**config.mk**
```make
export PLATFORM = sky130hd
export DESIGN_NAME = gate_sweep_controller
export DESIGN_NICKNAME = d
export VERILOG_FILES = /design/src/rtl/gate_sweep_controller.sv
export SDC_FILE = /design/constraint.sdc
export NUM_CORES = 1
export LEC_CHECK = 0
export BUFFER_PORTS_ARGS = -buffer_cell sky130_fd_sc_hd__buf_2
export CORE_ASPECT_RATIO = 0.75
export CORE_MARGIN = 3
export CORE_UTILIZATION = 51
export CTS_BUF_LIST = sky130_fd_sc_hd__clkbuf_4 sky130_fd_sc_hd__clkbuf_8 sky130_fd_sc_hd__clkbuf_16
export CTS_CLUSTER_SIZE = 8
export DETAILED_ROUTE_END_ITERATION = 8
export PLACE_DENSITY = 0.74
export SETUP_SLACK_MARGIN = 0.1
export SLEW_MARGIN = 10
export SYNTH_ARGS = -nofsm -noshare
export SYNTH_HDL_FRONTEND = slang
export SYNTH_SLANG_ARGS = --single-unit
```
**constraint.sdc**
```tcl
create_clock -name clk_i -period 2.12 [get_ports clk_i]
set_clock_uncertainty 0.05 [all_clocks]
set_input_delay 0.53 -clock clk_i [delete_from_list [all_inputs] [get_ports clk_i]]
set_output_delay 0.53 -clock clk_i [all_outputs]
set_load 0.01 [all_outputs]
```
**src/rtl/gate_sweep_controller.sv**
```systemverilog
// Walks the 2-input gate bank through operand combos 00..11, captures a truth table per gate, checks it against golden.
// done pulses 4*(SETTLE_CYCLES+1)+1 cycles after the start edge; start is ignored unless IDLE, so there is no queueing.
module gate_sweep_controller #(
   parameter int unsigned SETTLE_CYCLES = 1
) (
   input  logic       clk_i,
   input  logic       rst_n_i,
   input  logic       start_i,
   input  logic [2:0] gate_sel_i,
   output logic       gate_a_o,
   output logic       gate_b_o,
   input  logic [7:0] gate_result_i,
   output logic       busy_o,
   output logic       done_o,
   output logic [3:0] truth_table_o,
   output logic [7:0] error_mask_o,
   output logic       error_o
);

   typedef enum logic [2:0] {
      S_IDLE,
      S_SETTLE,
      S_SAMPLE,
      S_CHECK,
      S_DONE
   } state_t;

   // Entry g is gate g's expected table; bit i is the result for {a,b} = i.
   localparam logic [7:0][3:0] GOLDEN = {
      4'b1100,   // YES (A)
      4'b1001,   // XNOR
      4'b0001,   // NOR
      4'b0111,   // NAND
      4'b0011,   // NOT A
      4'b0110,   // XOR
      4'b1110,   // OR
      4'b1000    // AND
   };

   localparam logic [3:0] SETTLE_LAST = 4'(SETTLE_CYCLES - 1);

   state_t          state_q, state_d;
   logic [1:0]      combo_q, combo_d;
   logic [3:0]      wait_q, wait_d;
   logic [7:0][3:0] tbl_q, tbl_d;
   logic [7:0]      mask_q, mask_d;
   logic            err_q, err_d;

   always_ff @(posedge clk_i) begin
      if (!rst_n_i) begin
         state_q <= S_IDLE;
         combo_q <= 2'd0;
         wait_q  <= 4'd0;
         tbl_q   <= '0;
         mask_q  <= 8'h00;
         err_q   <= 1'b0;
      end else begin
         state_q <= state_d;
         combo_q <= combo_d;
         wait_q  <= wait_d;
         tbl_q   <= tbl_d;
         mask_q  <= mask_d;
         err_q   <= err_d;
      end
   end

   always_comb begin
      state_d = state_q;
      combo_d = combo_q;
      wait_d  = wait_q;
      tbl_d   = tbl_q;
      mask_d  = mask_q;
      err_d   = err_q;
      case (state_q)
         S_IDLE: begin
            if (start_i) begin
               combo_d = 2'd0;
               wait_d  = 4'd0;
               mask_d  = 8'h00;
               err_d   = 1'b0;
               state_d = S_SETTLE;
            end
         end
         S_SETTLE: begin
            wait_d = wait_q + 4'd1;
            if (wait_q == SETTLE_LAST) begin
               state_d = S_SAMPLE;
            end
         end
         S_SAMPLE: begin
            // Operands still hold combo_q here, so the bank output matches this column.
            for (int g = 0; g < 8; g++) begin
               tbl_d[g][combo_q] = gate_result_i[g];
            end
            if (combo_q == 2'd3) begin
               state_d = S_CHECK;
            end else begin
               combo_d = combo_q + 2'd1;
               wait_d  = 4'd0;
               state_d = S_SETTLE;
            end
         end
         S_CHECK: begin
            for (int g = 0; g < 8; g++) begin
               mask_d[g] = (tbl_q[g] != GOLDEN[g]);
            end
            err_d   = |mask_d;
            state_d = S_DONE;
         end
         S_DONE: begin
            state_d = S_IDLE;
         end
         default: begin
            state_d = S_IDLE;
         end
      endcase
   end

   // Operands are the combo register itself, so they park at 11 after a sweep.
   assign gate_a_o      = combo_q[1];
   assign gate_b_o      = combo_q[0];
   assign busy_o        = (state_q == S_SETTLE) || (state_q == S_SAMPLE) || (state_q == S_CHECK);
   assign done_o        = (state_q == S_DONE);
   assign truth_table_o = tbl_q[gate_sel_i];
   assign error_mask_o  = mask_q;
   assign error_o       = err_q;

endmodule

```
==> impl_metrics.py <==
metrics = {
    "timing": {
        "fmax_mhz": 471,
        "tns_ns": -0.00241,
        "period_share_pct": 100,
        "final_max_slew_viol_count": 0,
        "worst_slack_ns": -0.00175,
        "hold-worst-slack_ns": 0.421,
        "min_period_ns": 2.12,
        "hold_violations": 0,
        "finalSetupViolations": 2,
        "relSlewSlack_pct": 68.7,
        "worstMarginPinSlew_ns": 0.468,
        "rsz0062_at_grt": "yes",
    },
    "worst_setup_path": {
        "r2r_cells": 4,
        "cpLargestDelayFamily": "multiplexers",
        "crit_arrival_ns": 1.54,
        "reg2reg_from": "state_q[0]",
        "cp_slowest_cell": "mux4_2",
        "r2r_end": "tbl_q[2]",
        "reg2reg_slack_ns": 0.45,
        "cp_cell_sequence": "buf_12 -> mux4_2 -> mux2_4 -> buf_6",
        "crit_fanout": 8,
        "path_buf_inv": 2,
        "worstPathRequired_ns": 1.54,
        "worstSetupPathType": "primary input to output port",
        "slowest_delay_ns": 0.50,
        "end_kind": "output port",
        "start_kind": "primary input",
    },
    "placed_design": {
        "gp_congestion": 0.870,
        "place_area_um2": 2610,
        "dp_slack_ns": -0.187,
        "io_buffers": 30,
        "place_hpwl_um": 4070,
    },
    "synthesis": {
        "yosysTopAreaCell": "dfxtp_1",
        "synth_top_area_share_pct": 41.3,
        "syn_area_um2": 2420,
        "synth_seq_cells": 50,
        "yosysSeqAreaShare_pct": 41.3,
        "synth.distinct_cells": 39,
        "syn_area_per_cell_um2": 8.98,
        "syn_nets": 290,
        "synth.area.top_cells": "dfxtp_1 (41%), nand2_1 (12%), a21boi_0 (10%), mux4_2 (6.5%), ha_1 (3.1%)",
        "yosysWarnings": 0,
        "syn_inst": 270,
    },
    "cells_and_area": {
        "final_area_um2": 2790,
        "final_cell_mix": "nand2_1 (77), dfxtp_1 (41), a21boi_0 (33), buf_2 (25), nor2b_1 (12)",
        "fill_cells": 392,
        "antenna_cells": 0,
        "area_growth_pct": 15.0,
        "mostFrequentLayoutCell": "nand2_1",
        "nets": 316,
        "drive_gt1_share_pct": 23.2,
    },
    "power": {
        "power_density_nw_per_um2": 638,
        "p_leak_nw": 0.995,
        "ir_drop_v": 0.000373,
    },
    "grt": {
        "grt_overflow": 0,
        "grtUsageTotal_pct": 21.4,
        "top_usage_layer": "met2",
        "grt_start_max_net_pins": 21,
        "grt_pass1_vias": 1878,
        "grt_pass1_wl_um": 9270,
        "grt_use_met3_pct": 5.51,
        "antenna_found_initial": 0,
        "grt.met2_usage_pct": 31.5,
        "grt_use_met1_pct": 30.9,
    },
    "routing": {
        "post_drt_wl_per_cell_um": 16.0,
        "viasPerCell": 5.62,
        "drtIter0Drc": 126,
        "wl_um": 5660,
        "final_antenna_net_count": 0,
        "dr.pass1.iters": 4,
        "via_count": 1989,
        "drc": 0,
    },
    "clocking": {
        "cts_buffers": 5,
        "cts_buffer_depth": 2,
        "cts_tree": "done",
        "clkLatencyLatePin_ns": 0.31,
        "clockRootBuffer": "clkbuf_8",
        "ctsHoldBuffers": 0,
        "clk_pin_slew_ns": 0.09,
        "htreeDepth": 2,
        "numClockSinks": 50,
        "post_cts_buffers": 0,
    },
    "floorplanning": {
        "ios": 31,
        "die_y_um": 65.7,
        "core_area_um2": 4520,
        "dieArea_um2": 5620,
        "rows": 21,
        "die_width_um": 85.6,
        "start_util_pct": 53.6,
    },
    "status": {
        "outcome": "finished with violations",
        "violations": "setup timing",
    },
    "worst_hold_path": {
        "min_path_type": "flop to flop",
        "min_to": "error_mask_o[7]",
        "worst_hold_path.num_cells": 2,
        "worstHoldStart": "error_mask_o[7]",
    },
    "flow_run": {
        "drv_cap": 0,
    },
}
==> cell type report <==
type	count	area (um^2)	area share (%)
flip-flops and latches	50	1010	36.3
repair buffers	34	220	7.90
multi-input cells	200	1350	48.5
clock buffers	6	76.3	2.74
well taps	57	71.3	2.56
inverters	5	18.8	0.674
clock inverters	2	37.5	1.35
==> Yosys cell counts (all sizes together) <==
cell	count
nor3b	4
nand3	2
nor2b	12
o221a	1
clkbuf	8
and2	5
o311ai	1
dfxtp	50
or3	1
ha	6
mux2	4
a22oi	8
nor2	11
a21o	1
o31ai	1
a32o	1
nand4	3
nor4	2
o21ai	3
inv	5
a2bb2oi	1
or3b	2
o41ai	1
buf	7
nor3	1
nand2	77
nand4b	2
a21boi	35
a21oi	3
mux4	8
or4b	2
or4bb	2
==> repair_timing <==
action	in CTS	in global routing
endpoints found under the setup margin	4	4
resized for setup	14	6
gates cloned	0	0
==> worst min-delay path, cell delays in order (launching register included) <==
cell	delay, ns
dfxtp_1	0.32
nand2_1	0.05
a21boi_0	0.07
==> metrics by stage <==
| step | cells | total power, mW | utilization [%] |
|---|---|---|---|
| 2_1_floorplan | 270 | 1.07 | - |
| 3_3_place_gp | 346 | 1.11 | 57.8 |
| 3_5_place_dp | 346 | 1.11 | 57.8 |
| 4_1_cts | 354 | 1.79 | 61.5 |
| 5_1_grt | 354 | 1.85 | 61.7 |
| 6_report | 354 | 1.78 | 61.7 |
==> flip-flops by register name, summed over array words and instances (netlist names) <==
name and cells:
tbl_q 32, state_q 3, error_mask_o 8, error_o 1
wait_q 4, combo_q 2
==> kinds of logic (layout without fill, tap and decap cells) <==
family / Yosys count / after routing / share of synthesized area (%)
muxes: 12 / 12 / 9.45
AOI/OAI and AO/OA: 56 / 56 / 17.1
and+or+nand+nor: 126 / 126 / 25.6
DFF: 50 / 50 / 41.3
buffers and inverters: 20 / 47 / 3.46
adders and majority gates: 6 / 6 / 3.10
==> worst max path at each step <==
| stage | from | endpoint | slack, ns | depth (start not counted) |
|---|---|---|---|---|
| finish | gate_sel_i[0] | truth_table_o[3] | -0.002 | 4 |
| global route | tbl_q[15] | truth_table_o[3] | -0.04 | 3 |
| global placement | gate_sel_i[0] | truth_table_o[0] | -0.17 | 4 |
| CTS | gate_sel_i[0] | truth_table_o[3] | -0.003 | 4 |
| floorplan | gate_sel_i[0] | truth_table_o[1] | 0.12 | 3 |
| detailed placement | gate_sel_i[0] | truth_table_o[3] | -0.19 | 4 |
==> where the power goes <==
| part | switching (mW) | internal (mW) |
|---|---|---|
| Clock | 0.318 | 0.365 |
| Combinational | 0.0697 | 0.0629 |
| Sequential | 0.0125 | 0.949 |
| Total | 0.400 | 1.38 |
==> metal layers <==
layer  vias to the layer above  wire length, um
li1                        984                -
met1                       924             2650
met2                        71             2480
met3                        10              458
met4                         0               67
met5                         -                0
(Power assumes the default switching activity.)
